`config.mk`:
```
export PLATFORM = sky130hd
export DESIGN_NAME = cpu_port_bridge_flat
export DESIGN_NICKNAME = d
export VERILOG_FILES = /design/src/rtl/cpu_port_bridge_pkg.sv /design/src/rtl/cpu_port_bridge_if.sv /design/src/rtl/cpu_port_bridge_fade.sv /design/src/rtl/cpu_port_bridge.sv /design/src/flat_wrapper.sv
export SDC_FILE = /design/constraint.sdc
export NUM_CORES = 1
export LEC_CHECK = 0
export BUFFER_PORTS_ARGS = -buffer_cell sky130_fd_sc_hd__buf_4
export CAP_MARGIN = 20
export CORE_ASPECT_RATIO = 1.25
export CORE_MARGIN = 4
export CORE_UTILIZATION = 41
export DETAILED_ROUTE_END_ITERATION = 6
export GPL_TIMING_DRIVEN = 1
export PLACE_DENSITY_LB_ADDON = 0.15
export SLEW_MARGIN = 20
export SYNTH_ARGS = -nofsm -noshare
export SYNTH_HDL_FRONTEND = slang
export SYNTH_HIERARCHICAL = 1
export SYNTH_SLANG_ARGS = --single-unit
```
`constraint.sdc`:
```
create_clock -name clock -period 2.6 [get_ports clock]
set_clock_uncertainty 0.05 [all_clocks]
set_input_delay 0.78 -clock clock [delete_from_list [all_inputs] [get_ports clock]]
set_output_delay 0.78 -clock clock [all_outputs]
set_load 0.01 [all_outputs]
```
`src/rtl/cpu_port_bridge_pkg.sv`:
```
// Shared definitions for the 65xx CPU-socket bridge.
//   - Register offsets inside the two-byte on-chip I/O port window.
//   - Port/fade mask presets for the 7501/8501 and 6510 families.
//   - Width helper for the per-bit fade counters.
package cpu_port_bridge_pkg;

  localparam logic PORT_DATA_OFS = 1'b0;
  localparam logic PORT_DDR_OFS  = 1'b1;

  // 7501/8501: bit 5 has no pin.
  localparam logic [7:0] PIO_MASK_7501  = 8'hDF;
  // No fade emulation / 6510-style fade on the two upper (unbonded) bits.
  localparam logic [7:0] FADE_MASK_NONE = 8'h00;
  localparam logic [7:0] FADE_MASK_6510 = 8'hC0;

  // Counter must be able to hold the value FADE_CYCLES itself.
  function automatic int fade_cnt_width(input int cycles);
    return $clog2(cycles + 1);
  endfunction

endpackage

```
`src/rtl/cpu_port_bridge_if.sv`:
```
// Bus bundle between host 65xx core, bridge and external CPU socket.
// Bidirectional pins (data_cpu, data_ext, pio) are carried as separate
// input / output / output-enable vectors; the pad ring builds the actual
// tri-state buffers, so "Z" on a pin means its _oe is 0.
//   Host side : r_w_cpu, address_cpu, data_cpu_i/_o/_oe, aec, gate_in
//   Socket    : r_w_ext(_oe), address_ext(_oe), data_ext_i/_o/_oe
//   I/O port  : pio_i (pin level), pio_o, pio_oe (per bit)
// modport master: the environment (host core + socket + port pins).
// modport slave : the bridge.
interface cpu_port_bridge_if #(
  parameter int ADDR_WIDTH = 16,
  parameter int DATA_WIDTH = 8
);

  logic                  r_w_cpu;
  logic [ADDR_WIDTH-1:0] address_cpu;
  logic [DATA_WIDTH-1:0] data_cpu_i;
  logic [DATA_WIDTH-1:0] data_cpu_o;
  logic                  data_cpu_oe;
  logic                  aec;
  logic                  gate_in;

  logic                  r_w_ext;
  logic                  r_w_ext_oe;
  logic [ADDR_WIDTH-1:0] address_ext;
  logic                  address_ext_oe;
  logic [DATA_WIDTH-1:0] data_ext_i;
  logic [DATA_WIDTH-1:0] data_ext_o;
  logic                  data_ext_oe;

  logic [DATA_WIDTH-1:0] pio_i;
  logic [DATA_WIDTH-1:0] pio_o;
  logic [DATA_WIDTH-1:0] pio_oe;

  modport master (
    output r_w_cpu, address_cpu, data_cpu_i, aec, gate_in, data_ext_i, pio_i,
    input  data_cpu_o, data_cpu_oe, r_w_ext, r_w_ext_oe, address_ext,
           address_ext_oe, data_ext_o, data_ext_oe, pio_o, pio_oe
  );

  modport slave (
    input  r_w_cpu, address_cpu, data_cpu_i, aec, gate_in, data_ext_i, pio_i,
    output data_cpu_o, data_cpu_oe, r_w_ext, r_w_ext_oe, address_ext,
           address_ext_oe, data_ext_o, data_ext_oe, pio_o, pio_oe
  );

endinterface

```
`src/rtl/cpu_port_bridge_fade.sv`:
```
// port_fade_cell: one floating-bit fade emulator for a single port bit.
// When the bit's direction goes output -> input, the last driven value is
// remembered and read back for FADE_CYCLES clocks, then decays to 0.
// Ports:
//   clk_i, rst_ni   clock, asynchronous active-low reset
//   ddr_we_i        DDR register write strobe this clock
//   ddr_old_i       current DDR bit
//   ddr_new_i       DDR bit being written
//   port_bit_i      current port data register bit
//   fade_val_o      remembered value
//   active_o        fade in progress (counter non-zero)
module port_fade_cell
  import cpu_port_bridge_pkg::*;
#(
  parameter int FADE_CYCLES = 4096
) (
  input  logic clk_i,
  input  logic rst_ni,
  input  logic ddr_we_i,
  input  logic ddr_old_i,
  input  logic ddr_new_i,
  input  logic port_bit_i,
  output logic fade_val_o,
  output logic active_o
);

  localparam int            CW   = fade_cnt_width(FADE_CYCLES);
  localparam logic [CW-1:0] LOAD = CW'(FADE_CYCLES);

  logic [CW-1:0] cnt_q, cnt_d;
  logic          val_q, val_d;

  // A new output->input transition takes priority over expiry, so a reload
  // on the same clock the old fade runs out still starts a full fade.
  always_comb begin
    cnt_d = cnt_q;
    val_d = val_q;
    if (ddr_we_i && ddr_old_i && !ddr_new_i) begin
      cnt_d = LOAD;
      val_d = port_bit_i;
    end else if (ddr_we_i && !ddr_old_i && ddr_new_i) begin
      cnt_d = '0;
      val_d = 1'b0;
    end else if (cnt_q != '0) begin
      cnt_d = cnt_q - CW'(1);
      if (cnt_q == CW'(1)) val_d = 1'b0;
    end
  end

  always_ff @(posedge clk_i or negedge rst_ni) begin
    if (!rst_ni) begin
      cnt_q <= '0;
      val_q <= 1'b0;
    end else begin
      cnt_q <= cnt_d;
      val_q <= val_d;
    end
  end

  assign fade_val_o = val_q;
  assign active_o   = (cnt_q != '0);

endmodule

```
`src/rtl/cpu_port_bridge.sv`:
```
// cpu_port_bridge: passes the host 65xx bus through to an external CPU
// socket while AEC is high and emulates the on-chip I/O port (data register
// at BASE_ADDR, DDR at BASE_ADDR+1) of 7501/8501/6510-class parts.
// Ports:
//   clock    system clock (phi2 domain), all state on rising edge
//   _reset   asynchronous active-low reset
//   bus      cpu_port_bridge_if.slave: host bus, socket bus, port pins
// BASE_ADDR is expected to be even: bit 0 of the host address selects
// data register vs DDR.
module cpu_port_bridge
  import cpu_port_bridge_pkg::*;
#(
  parameter int                    ADDR_WIDTH  = 16,
  parameter int                    DATA_WIDTH  = 8,
  parameter logic [ADDR_WIDTH-1:0] BASE_ADDR   = 16'h0000,
  parameter logic [DATA_WIDTH-1:0] PIO_MASK    = PIO_MASK_7501,
  parameter logic [DATA_WIDTH-1:0] ABSENT_VAL  = 8'h00,
  parameter logic [DATA_WIDTH-1:0] FADE_MASK   = FADE_MASK_NONE,
  parameter int                    FADE_CYCLES = 4096
) (
  input logic               clock,
  input logic               _reset,
  cpu_port_bridge_if.slave  bus
);

  localparam int AW = ADDR_WIDTH;
  localparam int DW = DATA_WIDTH;

  logic          ce_port;
  logic          port_we;
  logic          data_we;
  logic          ddr_we;
  logic [DW-1:0] wdata;

  logic [DW-1:0] port_data_q, port_data_d;
  logic [DW-1:0] ddr_q, ddr_d;
  logic          rw_latched_q, rw_latched_d;
  logic [DW-1:0] pio_meta_q;
  logic [DW-1:0] pio_s_q;

  logic [DW-1:0] fade_val;
  logic [DW-1:0] fade_active;
  logic [DW-1:0] port_rd;
  logic [DW-1:0] ddr_rd;

  // Address decode: two-byte window, aec qualifies every port access.
  assign ce_port = bus.aec && (bus.address_cpu[AW-1:1] == BASE_ADDR[AW-1:1]);
  assign port_we = ce_port && !bus.r_w_cpu;
  assign data_we = port_we && (bus.address_cpu[0] == PORT_DATA_OFS);
  assign ddr_we  = port_we && (bus.address_cpu[0] == PORT_DDR_OFS);
  // Absent bits are never stored, so they can never be driven.
  assign wdata   = bus.data_cpu_i & PIO_MASK;

  always_comb begin
    port_data_d  = port_data_q;
    ddr_d        = ddr_q;
    rw_latched_d = rw_latched_q;
    if (data_we)     port_data_d  = wdata;
    if (ddr_we)      ddr_d        = wdata;
    if (bus.gate_in) rw_latched_d = bus.r_w_cpu;
  end

  always_ff @(posedge clock or negedge _reset) begin
    if (!_reset) begin
      port_data_q  <= '0;
      ddr_q        <= '0;
      rw_latched_q <= 1'b1;
      pio_meta_q   <= '0;
      pio_s_q      <= '0;
    end else begin
      port_data_q  <= port_data_d;
      ddr_q        <= ddr_d;
      rw_latched_q <= rw_latched_d;
      pio_meta_q   <= bus.pio_i;
      pio_s_q      <= pio_meta_q;
    end
  end

  for (genvar i = 0; i < DW; i++) begin : g_bit
    if (FADE_MASK[i]) begin : g_fade
      port_fade_cell #(
        .FADE_CYCLES (FADE_CYCLES)
      ) u_fade (
        .clk_i      (clock),
        .rst_ni     (_reset),
        .ddr_we_i   (ddr_we),
        .ddr_old_i  (ddr_q[i]),
        .ddr_new_i  (wdata[i]),
        .port_bit_i (port_data_q[i]),
        .fade_val_o (fade_val[i]),
        .active_o   (fade_active[i])
      );
    end else begin : g_nofade
      assign fade_val[i]    = 1'b0;
      assign fade_active[i] = 1'b0;
    end
  end

  // Per-bit read priority: absent > output > fading input > synchronised pin.
  assign port_rd = (PIO_MASK & ((ddr_q & port_data_q)
                              | (~ddr_q & fade_active & fade_val)
                              | (~ddr_q & ~fade_active & pio_s_q)))
                 | (~PIO_MASK & ABSENT_VAL);
  assign ddr_rd  = (ddr_q & PIO_MASK) | (ABSENT_VAL & ~PIO_MASK);

  // Socket side: everything released when the host does not own the bus.
  assign bus.r_w_ext        = bus.gate_in ? bus.r_w_cpu : rw_latched_q;
  assign bus.r_w_ext_oe     = bus.aec;
  assign bus.address_ext    = bus.address_cpu;
  assign bus.address_ext_oe = bus.aec;
  // Port writes stay internal; only non-port writes reach the socket.
  assign bus.data_ext_o     = bus.data_cpu_i;
  assign bus.data_ext_oe    = bus.aec && !ce_port && !bus.r_w_cpu;

  // Host side read data: internal registers or socket data.
  assign bus.data_cpu_o     = ce_port ? (bus.address_cpu[0] ? ddr_rd : port_rd)
                                      : bus.data_ext_i;
  assign bus.data_cpu_oe    = bus.aec && bus.r_w_cpu;

  assign bus.pio_o          = port_data_q;
  assign bus.pio_oe         = ddr_q;

endmodule

```
`src/flat_wrapper.sv`:
```
// flat-port wrapper written by rule: the top's interface ports become plain ports
module cpu_port_bridge_flat import cpu_port_bridge_pkg::*;
#(
  parameter int                    ADDR_WIDTH  = 16,
  parameter int                    DATA_WIDTH  = 8,
  parameter logic [ADDR_WIDTH-1:0] BASE_ADDR   = 16'h0000,
  parameter logic [DATA_WIDTH-1:0] PIO_MASK    = PIO_MASK_7501,
  parameter logic [DATA_WIDTH-1:0] ABSENT_VAL  = 8'h00,
  parameter logic [DATA_WIDTH-1:0] FADE_MASK   = FADE_MASK_NONE,
  parameter int                    FADE_CYCLES = 4096
)
  (clock, _reset, bus_r_w_cpu, bus_address_cpu, bus_data_cpu_i, bus_aec, bus_gate_in, bus_data_ext_i, bus_pio_i, bus_data_cpu_o, bus_data_cpu_oe, bus_r_w_ext, bus_r_w_ext_oe, bus_address_ext, bus_address_ext_oe, bus_data_ext_o, bus_data_ext_oe, bus_pio_o, bus_pio_oe);
  cpu_port_bridge_if #(.ADDR_WIDTH(ADDR_WIDTH), .DATA_WIDTH(DATA_WIDTH)) bus_i ();
  input logic clock;
  input logic _reset;
  input wire logic [$bits(bus_i.r_w_cpu)-1:0] bus_r_w_cpu;
  input wire logic [$bits(bus_i.address_cpu)-1:0] bus_address_cpu;
  input wire logic [$bits(bus_i.data_cpu_i)-1:0] bus_data_cpu_i;
  input wire logic [$bits(bus_i.aec)-1:0] bus_aec;
  input wire logic [$bits(bus_i.gate_in)-1:0] bus_gate_in;
  input wire logic [$bits(bus_i.data_ext_i)-1:0] bus_data_ext_i;
  input wire logic [$bits(bus_i.pio_i)-1:0] bus_pio_i;
  output wire logic [$bits(bus_i.data_cpu_o)-1:0] bus_data_cpu_o;
  output wire logic [$bits(bus_i.data_cpu_oe)-1:0] bus_data_cpu_oe;
  output wire logic [$bits(bus_i.r_w_ext)-1:0] bus_r_w_ext;
  output wire logic [$bits(bus_i.r_w_ext_oe)-1:0] bus_r_w_ext_oe;
  output wire logic [$bits(bus_i.address_ext)-1:0] bus_address_ext;
  output wire logic [$bits(bus_i.address_ext_oe)-1:0] bus_address_ext_oe;
  output wire logic [$bits(bus_i.data_ext_o)-1:0] bus_data_ext_o;
  output wire logic [$bits(bus_i.data_ext_oe)-1:0] bus_data_ext_oe;
  output wire logic [$bits(bus_i.pio_o)-1:0] bus_pio_o;
  output wire logic [$bits(bus_i.pio_oe)-1:0] bus_pio_oe;
  assign bus_i.r_w_cpu = bus_r_w_cpu;
  assign bus_i.address_cpu = bus_address_cpu;
  assign bus_i.data_cpu_i = bus_data_cpu_i;
  assign bus_i.aec = bus_aec;
  assign bus_i.gate_in = bus_gate_in;
  assign bus_i.data_ext_i = bus_data_ext_i;
  assign bus_i.pio_i = bus_pio_i;
  assign bus_data_cpu_o = bus_i.data_cpu_o;
  assign bus_data_cpu_oe = bus_i.data_cpu_oe;
  assign bus_r_w_ext = bus_i.r_w_ext;
  assign bus_r_w_ext_oe = bus_i.r_w_ext_oe;
  assign bus_address_ext = bus_i.address_ext;
  assign bus_address_ext_oe = bus_i.address_ext_oe;
  assign bus_data_ext_o = bus_i.data_ext_o;
  assign bus_data_ext_oe = bus_i.data_ext_oe;
  assign bus_pio_o = bus_i.pio_o;
  assign bus_pio_oe = bus_i.pio_oe;
  cpu_port_bridge #(.ADDR_WIDTH(ADDR_WIDTH), .DATA_WIDTH(DATA_WIDTH), .BASE_ADDR(BASE_ADDR), .PIO_MASK(PIO_MASK), .ABSENT_VAL(ABSENT_VAL), .FADE_MASK(FADE_MASK), .FADE_CYCLES(FADE_CYCLES)) u_core (.clock(clock), ._reset(_reset), .bus(bus_i));
endmodule
```
==> results of run 1 <==
[layout by cell type (no fill, tap or decap)]
master / instances
nor3_1: 1
nand2_8: 1
nand2_2: 1
nor2_1: 2
buf_4: 91
mux2_4: 8
buf_6: 5
nor4_4: 3
clkbuf_8: 5
dfstp_2: 1
mux2_2: 14
buf_12: 1
and4b_1: 1
o21ai_0: 14
clkinvlp_4: 1
nand2b_1: 8
and2_1: 2
dfrtp_1: 28
clkinv_2: 2
conb_1: 2
and4_4: 1
[metal layers]
metal	part of all wire (%)	routed length (µm)	GRT usage [%]	up-vias
met5	0	0	0	-
met4	0.29	10	5.783	0
met3	12	399	6.250	2
li1	-	-	-	522
met1	33	1141	16.46	531
met2	55	1868	28.06	53
[final timing paths]
| path | start | to | slack (ps) | depth (start not counted) |
|---|---|---|---|---|
| setup / recovery | bus_address_cpu[1] | bus_data_cpu_o[7] | -180 | 6 |
| hold / removal | u_core/pio_meta_q[7]$_DFF_PN0_ | u_core/pio_s_q[7]$_DFF_PN0_ | 300 | 0 |
| setup reg to reg | u_core/bus.pio_oe[1]$_DFFE_PN0P_ | u_core/bus.pio_oe[1]$_DFFE_PN0P_ | 1750 | 1 |
| hold reg to reg | u_core/pio_meta_q[7]$_DFF_PN0_ | u_core/pio_s_q[7]$_DFF_PN0_ | 300 | 0 |
| max in group asynchronous | _reset | u_core/rw_latched_q$_DFF_PN1_ | 1830 | 1 |
| min in group asynchronous | _reset | u_core/pio_s_q[7]$_DFF_PN0_ | 360 | 1 |
[cell families after synthesis]
logic type             count (synthesis)  synth area share [%]
other                                  1                0.2615
muxes                                 22                 19.11
DFF                                   29                 50.70
buffers and inverters                 30                 15.71
and+or+nand+nor                       20                 9.336
AOI/OAI and AO/OA                     14                 4.887
[cells in the mapped netlist, drive strengths merged]
cell / instances / area [µm²]
nand2b: 8 / 50.05
mux2: 22 / 274.0
and4: 1 / 11.26
nand2: 2 / 12.51
dfstp: 1 / 26.28
o21ai: 14 / 70.07
and4b: 1 / 10.01
dfrtp: 28 / 700.7
conb: 1 / 3.750
nor2: 2 / 7.510
buf: 29 / 221.5
clkbuf: 1 / 3.750
nor3: 1 / 5.000
and2: 2 / 12.51
nor4: 3 / 25.02
[per-stage QoR]
stage | util [%] | setup TNS, ps
after floorplan | - | 0
after global placement | 60.95 | -2321
after detailed placement | 60.95 | -2315
after CTS | 65.33 | -1287
after global routing | 65.87 | -1735
final | 65.87 | -1248
[final cells by class]
| type | count | share of cell area [%] |
|---|---|---|
| repair buffers | 97 | 35.15 |
| flip-flops and latches | 29 | 33.64 |
| multi-input cells | 58 | 25.07 |
| clock buffers | 5 | 3.185 |
| well taps | 37 | 2.142 |
| clock inverters | 3 | 0.8107 |
[registers in the layout (all words and copies together), names as in the netlist]
name,cells
u_core/bus.pio_o,7
u_core/bus.pio_oe,7
u_core/pio_meta_q,7
u_core/pio_s_q,7
u_core/rw_latched_q,1
[power groups by stage]
stage	Clock, mW	Sequential, mW	Combinational [mW]
2_1_floorplan	0	0.476	0.0691
3_3_place_gp	0	0.476	0.151
3_5_place_dp	0	0.477	0.155
4_1_cts	0.365	0.468	0.162
5_1_grt	0.381	0.469	0.177
6_report	0.352	0.468	0.163
[what timing repair did]
action                                  in CTS  in global routing
pin swaps                                    5                  2
gates resized for setup                     11                  2
endpoints found under the setup margin       8                  9
buffers inserted                             0                  0
hold buffers                                 0                  0
==> qor.csv, run 1 <==
stage,metric,value,unit
status,outcome,finished with violations,
status,failing checks,negative setup slack,
critical_path,critical path arrival,1950,ps
synthesis,Syn Area/Cell,12.36,µm²
clock_tree,clock-pin slew on the worst setup and hold paths,60,ps
clock_tree,clk sinks,29,
routing,drt initial violations,20,
critical_path,worst path buffer plus inverter count,2,
critical_path,critical path cell sequence,buf_4 -> nor4_4 -> and4_4 -> nand2_8 -> mux2_4 -> buf_6,
routing,vias,1108,
final_layout,# diodes,0,
die,FP Rows,23,
synthesis,Yosys reg bits,29,
sta,RSZ-0062 raised after global routing,yes,
synthesis,Mapped Cells,116,
placement,placed cell count,221,
synthesis,register area share after synthesis,50.70,%
power_and_ir_drop,Pwr per Cell Area,455.3,mW/mm²
synthesis,mapped cell area,0.001434,mm²
final_layout,Layout Cells excl Fill,229,
placement,post-place setup slack,-312.3,ps
final_layout,design area,0.002161,mm²
global_routing,number of global-route vias before repair,1103,
die,Ports,98,
sta,Max Freq,0.3594,GHz
clock_tree,"Clk Latency, worst-skew pair",270,ps
clock_tree,Root Buffer,clkbuf_8,
final_layout,nets,236,
final_layout,Register Area,726.9,µm²
routing,drt wl/cell,14.93,µm
routing,detailed-route wire length,3419,µm
synthesis,yosys warns,6,
critical_path,Crit Path Max Fanout,8,
final_layout,share of cells above drive strength 1,69.79,%
critical_path,Setup CP Type,in -> out,
critical_path,Worst Setup End Kind,output port,
routing,vias per cell,4.838,
global_routing,first-pass GRT wire length,5161,µm
sta,Setup Viol. Count Final,8,
final_layout,area delta synth->final,50.70,%
power_and_ir_drop,peak supply drop,0.3518,mV
sta,Final min period,2783,ps
global_routing,largest net degree at the start of global routing,30,
power_and_ir_drop,Clock power frac,35.8,%
sta,Max Slew Vio Count,0,
power_and_ir_drop,combinational share of power,16.6,%
sta,worst hold slack,297.8,ps
sta,final worst slack,-182.6,ps
power_and_ir_drop,switching share of power,24.40,%
die,Die W,60.90,µm
routing,drt drc,0,
synthesis,Unique masters post-synth,18,
global_routing,grt ovf,0,
routing,final antenna-violating net count,0,
die,starting density of the core,43.71,%
final_layout,fillers,278,
placement,PortBufs,92,
clock_tree,CTS tree,done,
critical_path,Worst Setup Start Kind,input port,
placement,Routability Congestion,0.6514,
routing,drt first pass iters,3,
global_routing,GRT Total Usage,15.77,%
die,chip height,74.12,µm
sta,final hold vios,0,
power_and_ir_drop,Internal Power,0.7438,mW
sta,Final period util,107.0,%
power_and_ir_drop,Switch Pwr,0.2400,mW
die,die area,0.004514,mm²
die,Core ar.,0.003281,mm²
power_and_ir_drop,Static Leak,1.098,nW
critical_path,CP max stage delay,310,ps
worst_hold_path,hold crit path type,reg -> reg,
placement,hpwl dp,2643,µm
critical_path,Crit-path slowest cell,mux2_4,
power_and_ir_drop,Seq pwr share,47.6,%
placement,cell area after placement,0.001999,mm²
clock_tree,H-Tree Depth,2,
critical_path,"CP delay by family, top",simple AND/OR/NAND/NOR gates,
global_routing,initial antenna violation count,0,
clock_tree,total CTS buffers,5,
clock_tree,CTS Buffer Depth,2,
run,MaxCap Viol Count,0,
final_layout,multi-input logic area,541.8,µm²
critical_path,CP required,1770,ps
power_and_ir_drop,Pwr Total,0.9838,mW
Power figures use the tool's default switching activity.
==> run 2: changes to the inputs <==
--- a/config.mk
+++ b/config.mk
@@ -7,7 +7,7 @@
 export LEC_CHECK = 0
 export BUFFER_PORTS_ARGS = -buffer_cell sky130_fd_sc_hd__buf_4
 export CAP_MARGIN = 20
-export CORE_ASPECT_RATIO = 1.25
+export CORE_ASPECT_RATIO = 1.4
 export CORE_MARGIN = 4
 export CORE_UTILIZATION = 41
 export DETAILED_ROUTE_END_ITERATION = 6
==> run 2 against run 1 <==
Against the previous run:
- the run still ends with negative setup slack left
- largest power group unchanged
- utilization down 0.75 points
- clock-buffer cell count increased by 2
- routed wire length grew 0.88%
- setup slack lost 11 ps
==> qor.csv, run 2 (synthesized netlist as in run 1, its figures left out) <==
stage,metric,value,unit,change
status,outcome,finished with violations,,unchanged
status,failing checks,negative setup slack,,unchanged
die,die area,0.004521,mm²,was 0.004514 mm²
placement,Routability Congestion,0.7462,,was 0.6514
sta,worst hold slack,296.6,ps,was 297.8 ps
critical_path,Setup CP Type,in -> out,,unchanged
placement,placed cell count,225,,was 221
sta,Setup Viol. Count Final,9,,was 8
critical_path,Worst Setup Start Kind,input port,,unchanged
sta,final worst slack,-193.4,ps,was -182.6 ps
worst_hold_path,hold depth,0,,unchanged
final_layout,# diodes,0,,unchanged
critical_path,CP required,1770,ps,about the same
routing,detailed-route wire length,3449,µm,was 3419 µm
sta,final hold vios,0,,unchanged
die,Ports,98,,unchanged
worst_hold_path,hold path endpoint,u_core/pio_s_q[7]$_DFF_PN0_,,unchanged
routing,drt drc,0,,unchanged
final_layout,fillers,265,,was 278
power_and_ir_drop,Static Leak,1.130,nW,was 1.098 nW
clock_tree,clk sinks,29,,unchanged
sta,Final period util,107.4,%,was 107.0%
clock_tree,CTS tree,done,,unchanged
worst_hold_path,worst hold start,u_core/pio_meta_q[7]$_DFF_PN0_,,unchanged
final_layout,Layout Cells excl Fill,235,,was 229
critical_path,reg2reg start,u_core/bus.pio_oe[2]$_DFFE_PN0P_,,was u_core/bus.pio_oe[1]$_DFFE_PN0P_
die,starting density of the core,42.44,%,was 43.71%
clock_tree,Root Buffer,clkbuf_8,,unchanged
global_routing,GRT Total Usage,15.95,%,was 15.77%
routing,vias,1152,,was 1108
final_layout,nets,239,,was 236
worst_hold_path,hold crit path type,reg -> reg,,unchanged
final_layout,design area,0.002200,mm²,was 0.002161 mm²
critical_path,FF-to-FF End,u_core/bus.pio_oe[2]$_DFFE_PN0P_,,was u_core/bus.pio_oe[1]$_DFFE_PN0P_
critical_path,critical path arrival,1960,ps,was 1950 ps
global_routing,largest net degree at the start of global routing,30,,unchanged
routing,vias per cell,4.902,,was 4.838
global_routing,first-pass GRT wire length,5485,µm,was 5161 µm
clock_tree,clock-pin slew on the worst setup and hold paths,60,ps,about the same
critical_path,Reg2Reg Depth,1,,unchanged
final_layout,area delta synth->final,53.40,%,was 50.70%
clock_tree,CTS Buffer Depth,2,,unchanged
global_routing,number of global-route vias before repair,1227,,was 1103
placement,hpwl dp,2700,µm,was 2643 µm
sta,Final min period,2793,ps,was 2783 ps
placement,post-place setup slack,-377.6,ps,was -312.3 ps
critical_path,Worst Setup End Kind,output port,,unchanged
critical_path,R2R setup slack,1740,ps,was 1750 ps
die,Core ar.,0.003378,mm²,was 0.003281 mm²
die,FP Rows,25,,was 23
final_layout,most frequent cells in the layout,"92 x buf_4, 28 x dfrtp_1, 14 x o21ai_0",,"was 91 x buf_4, 28 x dfrtp_1, 14 x o21ai_0, 14 x mux2_2"
clock_tree,total CTS buffers,5,,unchanged
final_layout,"commonest non-fill, non-tap cell in the layout",buf_4,,unchanged
critical_path,critical path cell sequence,buf_8 -> nor4_4 -> and4_4 -> nand2_8 -> mux2_4 -> buf_6,,was buf_4 -> nor4_4 -> and4_4 -> nand2_8 -> mux2_4 -> buf_6
routing,drt first pass iters,2,,was 3
sta,Max Freq,0.3580,GHz,was 0.3594 GHz
clock_tree,Hold Buf Count CTS,0,,unchanged
clock_tree,"Clk Latency, worst-skew pair",270,ps,about the same
critical_path,Crit-path slowest cell,mux2_4,,unchanged
critical_path,CP max stage delay,310,ps,about the same
critical_path,Crit Path Max Fanout,8,,unchanged
placement,PortBufs,92,,unchanged
routing,drt initial violations,37,,was 20
placement,cell area after placement,0.001998,mm²,was 0.001999 mm²
global_routing,grt ovf,0,,unchanged
power_and_ir_drop,Pwr per Cell Area,469.0,mW/mm²,was 455.3 mW/mm²
die,chip height,77.97,µm,was 74.12 µm
routing,final antenna-violating net count,0,,unchanged
sta,RSZ-0062 raised after global routing,yes,,unchanged
final_layout,share of cells above drive strength 1,70.26,%,was 69.79%
global_routing,initial antenna violation count,0,,unchanged
clock_tree,H-Tree Depth,2,,unchanged
die,Die W,57.98,µm,was 60.90 µm
run,MaxCap Viol Count,0,,unchanged
routing,drt wl/cell,14.68,µm,was 14.93 µm
sta,Max Slew Vio Count,0,,unchanged
power_and_ir_drop,peak supply drop,0.3732,mV,was 0.3518 mV
-- run 2: per-stage QoR --
stage	util [%]	total power [mW]	TNS [ps]
5_1_grt	65.11	1.088	-1812
3_3_place_gp	59.15	0.6278	-2765
2_1_floorplan	-	0.5446	0
3_5_place_dp	59.15	0.6322	-2884
4_1_cts	64.11	1.049	-1384
6_report	65.11	1.032	-1358
-- run 2: power breakdown --
part	switching [mW]	total [mW]	internal, mW
combinational	0.0684	0.166	0.0973
clock	0.159	0.398	0.239
sequential	0.00314	0.468	0.465
total	0.231	1.03	0.801
-- run 2: layer usage --
layer  routed length, µm  global-route usage, %  share of wire (%)  vias to the layer above
met2                1812                  28.17                 53                       73
met1                1210                  17.22                 35                      556
li1                    -                      -                  -                      519
met4                  34                  5.568               0.99                        0
met3                 392                  5.491                 11                        4
met5                   0                      0                  0                        -
-- run 2: worst max-delay path, delay by kind of cell --
kind / cells / cell delay, ps
buffers and inverters: 2 / 220
AND/OR/NAND/NOR: 3 / 650
multiplexers: 1 / 310
-- run 2: repair_timing --
action,in CTS,in global routing
pin swaps,5,3
buffers inserted,0,2
resized for setup,12,5
endpoints found under the setup margin,9,9
-- run 2: worst max-delay path by stage --
stage                              endpoint                start  slack (ps)
after floorplan           bus_data_cpu_o[0]   bus_address_cpu[5]          50
after global placement    bus_data_cpu_o[2]   bus_address_cpu[2]        -370
after detailed placement  bus_data_cpu_o[2]   bus_address_cpu[2]        -380
after CTS                 bus_data_cpu_o[2]  bus_address_cpu[14]        -200
after global routing      bus_data_cpu_o[2]  bus_address_cpu[10]        -240
final                     bus_data_cpu_o[2]  bus_address_cpu[10]        -190
-- run 2: final cells by class --
cell class | count | area (µm²) | share of cell area [%]
clock buffer | 7 | 96.34 | 4.380
clock inverter | 1 | 5.005 | 0.2275
timing repair buffer | 100 | 784.5 | 35.67
tap | 40 | 50.05 | 2.275
multi-input combinational | 58 | 536.8 | 24.40
sequential | 29 | 726.9 | 33.05
==> run 3: changes to the inputs <==
--- a/config.mk
+++ b/config.mk
@@ -13,6 +13,7 @@
 export DETAILED_ROUTE_END_ITERATION = 6
 export GPL_TIMING_DRIVEN = 1
 export PLACE_DENSITY_LB_ADDON = 0.15
+export REMOVE_ABC_BUFFERS = 1
 export SLEW_MARGIN = 20
 export SYNTH_ARGS = -nofsm -noshare
 export SYNTH_HDL_FRONTEND = slang
==> run 3 against run 2 <==
Against the previous run:
- the run still ends with negative setup slack left
- design area shrank 2.8%
- critical path depth did not move
- maximum frequency up 0.18%
- critical path type unchanged
- non-clock buffer count fell by 2
- combinational power fell by 4%
- utilization fell by 1.9 points
- setup slack better by 5.0 ps
==> qor.csv, run 3 (synthesized netlist as in run 1, its figures left out) <==
stage,metric,value,unit,change
die,Core ar.,0.003378,mm²,unchanged
routing,drt drc,0,,unchanged
sta,Setup Viol. Count Final,8,,was 9
global_routing,initial antenna violation count,0,,unchanged
global_routing,first-pass GRT wire length,5402,µm,was 5485 µm
routing,drt wl/cell,14.74,µm,was 14.68 µm
final_layout,share of cells above drive strength 1,69.27,%,was 70.26%
clock_tree,H-Tree Depth,2,,unchanged
status,failing checks,negative setup slack,,unchanged
final_layout,nets,237,,was 239
clock_tree,clock-pin slew on the worst setup and hold paths,60,ps,about the same
clock_tree,total CTS buffers,5,,unchanged
placement,hpwl dp,2687,µm,was 2700 µm
die,starting density of the core,42.44,%,unchanged
global_routing,number of global-route vias before repair,1186,,was 1227
clock_tree,CTS Buffer Depth,2,,unchanged
critical_path,CP required,1770,ps,about the same
worst_hold_path,hold crit path type,reg -> reg,,unchanged
sta,final hold vios,0,,unchanged
placement,PortBufs,92,,unchanged
power_and_ir_drop,Seq pwr share,47.7,%,was 45.4%
final_layout,# diodes,0,,unchanged
clock_tree,"Clk Latency, worst-skew pair",270,ps,about the same
routing,final antenna-violating net count,0,,unchanged
power_and_ir_drop,peak supply drop,0.3530,mV,was 0.3732 mV
routing,vias per cell,4.776,,was 4.902
critical_path,FF-to-FF End,u_core/bus.pio_oe[7]$_DFFE_PN0P_,,was u_core/bus.pio_oe[2]$_DFFE_PN0P_
power_and_ir_drop,Clock power frac,36.1,%,was 38.5%
sta,Max Slew Vio Count,0,,unchanged
critical_path,Worst Setup Start Kind,input port,,unchanged
placement,placed cell count,225,,unchanged
global_routing,largest net degree at the start of global routing,30,,unchanged
critical_path,critical path arrival,1960,ps,about the same
sta,Final min period,2788,ps,was 2793 ps
critical_path,Worst Setup End Kind,output port,,unchanged
global_routing,grt ovf,0,,unchanged
power_and_ir_drop,Static Leak,1.098,nW,was 1.130 nW
sta,Max Freq,0.3586,GHz,was 0.3580 GHz
critical_path,end point of the critical path,bus_data_cpu_o[7],,was bus_data_cpu_o[2]
global_routing,GRT Total Usage,16.04,%,was 15.95%
routing,detailed-route wire length,3420,µm,was 3449 µm
die,FP Rows,25,,unchanged
final_layout,"commonest non-fill, non-tap cell in the layout",buf_4,,unchanged
sta,worst hold slack,295.9,ps,was 296.6 ps
critical_path,Crit Path Max Fanout,8,,unchanged
placement,Routability Congestion,0.7330,,was 0.7462
clock_tree,Post-CTS Setup Repair Bufs,0,,unchanged
final_layout,area delta synth->final,49.04,%,was 53.40%
critical_path,reg2reg start,u_core/bus.pio_oe[7]$_DFFE_PN0P_,,was u_core/bus.pio_oe[2]$_DFFE_PN0P_
die,die area,0.004521,mm²,unchanged
power_and_ir_drop,Internal Power,0.7684,mW,was 0.8010 mW
critical_path,Setup CP Type,in -> out,,unchanged
die,Die W,57.98,µm,unchanged
clock_tree,clk sinks,29,,unchanged
routing,vias,1108,,was 1152
clock_tree,CTS tree,done,,unchanged
final_layout,Layout Cells excl Fill,232,,was 235
routing,drt first pass iters,4,,was 2
sta,final worst slack,-188.5,ps,was -193.4 ps
clock_tree,Hold Buf Count CTS,0,,unchanged
power_and_ir_drop,switching share of power,21.84,%,was 22.35%
critical_path,Reg2Reg Depth,1,,unchanged
sta,Final period util,107.2,%,was 107.4%
critical_path,CP startpoint,bus_address_cpu[3],,was bus_address_cpu[10]
die,chip height,77.97,µm,unchanged
final_layout,most frequent cells in the layout,"92 x buf_4, 28 x dfrtp_1, 14 x o21ai_0, 14 x mux2_2",,"was 92 x buf_4, 28 x dfrtp_1, 14 x o21ai_0"
status,outcome,finished with violations,,unchanged
sta,RSZ-0062 raised after global routing,yes,,unchanged
power_and_ir_drop,Switch Pwr,0.2147,mW,was 0.2305 mW
die,Ports,98,,unchanged
power_and_ir_drop,combinational share of power,16.2,%,was 16.1%
run,MaxCap Viol Count,0,,unchanged
clock_tree,Root Buffer,clkbuf_8,,unchanged
power_and_ir_drop,Pwr per Cell Area,460.0,mW/mm²,was 469.0 mW/mm²
critical_path,R2R setup slack,1750,ps,was 1740 ps
routing,drt initial violations,30,,was 37
-- run 3: worst max-delay path: stages --
cell	delay, ps
buf_6	100
nor4_2	260
and4_4	300
nand2_8	90
mux2_4	310
buf_6	120
-- run 3: layout make-up --
cell class,count,area [µm²]
clock buffers,7,86.33
repair buffers,98,758.2
fillers,274,1241
flip-flops and latches,29,726.9
multi-input cells,58,515.5
well taps,40,50.05
-- run 3: stage by stage --
| stage | total power [mW] | TNS (ps) | util [%] | instance area (µm²) | setup slack (ps) |
|---|---|---|---|---|---|
| 2_1_floorplan | 0.4998 | 0 | - | 1212 | 51.68 |
| 4_1_cts | 1.005 | -1301 | 63.26 | 2137 | -192.2 |
| 3_5_place_dp | 0.6326 | -2400 | 59.15 | 1998 | -323.5 |
| 3_3_place_gp | 0.6288 | -2170 | 59.15 | 1998 | -288.6 |
| 5_1_grt | 1.036 | -1542 | 63.26 | 2137 | -219.1 |
| 6_report | 0.9830 | -1276 | 63.26 | 2137 | -188.5 |
-- run 3: how the worst min path moves through the flow --
stage          slack, ps                           start                          end  depth (start not counted)
2_1_floorplan        280  u_core/pio_meta_q[0]$_DFF_PN0_  u_core/pio_s_q[0]$_DFF_PN0_                          0
3_3_place_gp         280  u_core/pio_meta_q[6]$_DFF_PN0_  u_core/pio_s_q[6]$_DFF_PN0_                          0
3_5_place_dp         280  u_core/pio_meta_q[6]$_DFF_PN0_  u_core/pio_s_q[6]$_DFF_PN0_                          0
4_1_cts              300  u_core/pio_meta_q[6]$_DFF_PN0_  u_core/pio_s_q[6]$_DFF_PN0_                          0
5_1_grt              310  u_core/pio_meta_q[7]$_DFF_PN0_  u_core/pio_s_q[7]$_DFF_PN0_                          0
6_report             300  u_core/pio_meta_q[6]$_DFF_PN0_  u_core/pio_s_q[6]$_DFF_PN0_                          0
-- run 3: metal layers --
layer / vias to the layer above / global-route usage (%) / wire (µm)
met5: - / 0 / 0
met4: 0 / 6.961 / 55
met3: 5 / 5.324 / 341
met2: 70 / 28.39 / 1870
met1: 518 / 16.74 / 1152
li1: 515 / - / -
-- run 3: repair_timing --
| item | 4_1_cts | 5_1_grt |
|---|---|---|
| pin swaps | 5 | 2 |
| endpoints found under the setup margin | 8 | 9 |
| gates resized for setup | 11 | 0 |
-- run 3: power groups by stage --
| stage | clock [mW] | sequential [mW] | combinational (mW) |
|---|---|---|---|
| floorplan | 0 | 0.476 | 0.0243 |
| global placement | 0 | 0.476 | 0.153 |
| detailed placement | 0 | 0.477 | 0.156 |
| CTS | 0.374 | 0.469 | 0.162 |
| global route | 0.393 | 0.470 | 0.174 |
| finish | 0.355 | 0.469 | 0.160 |
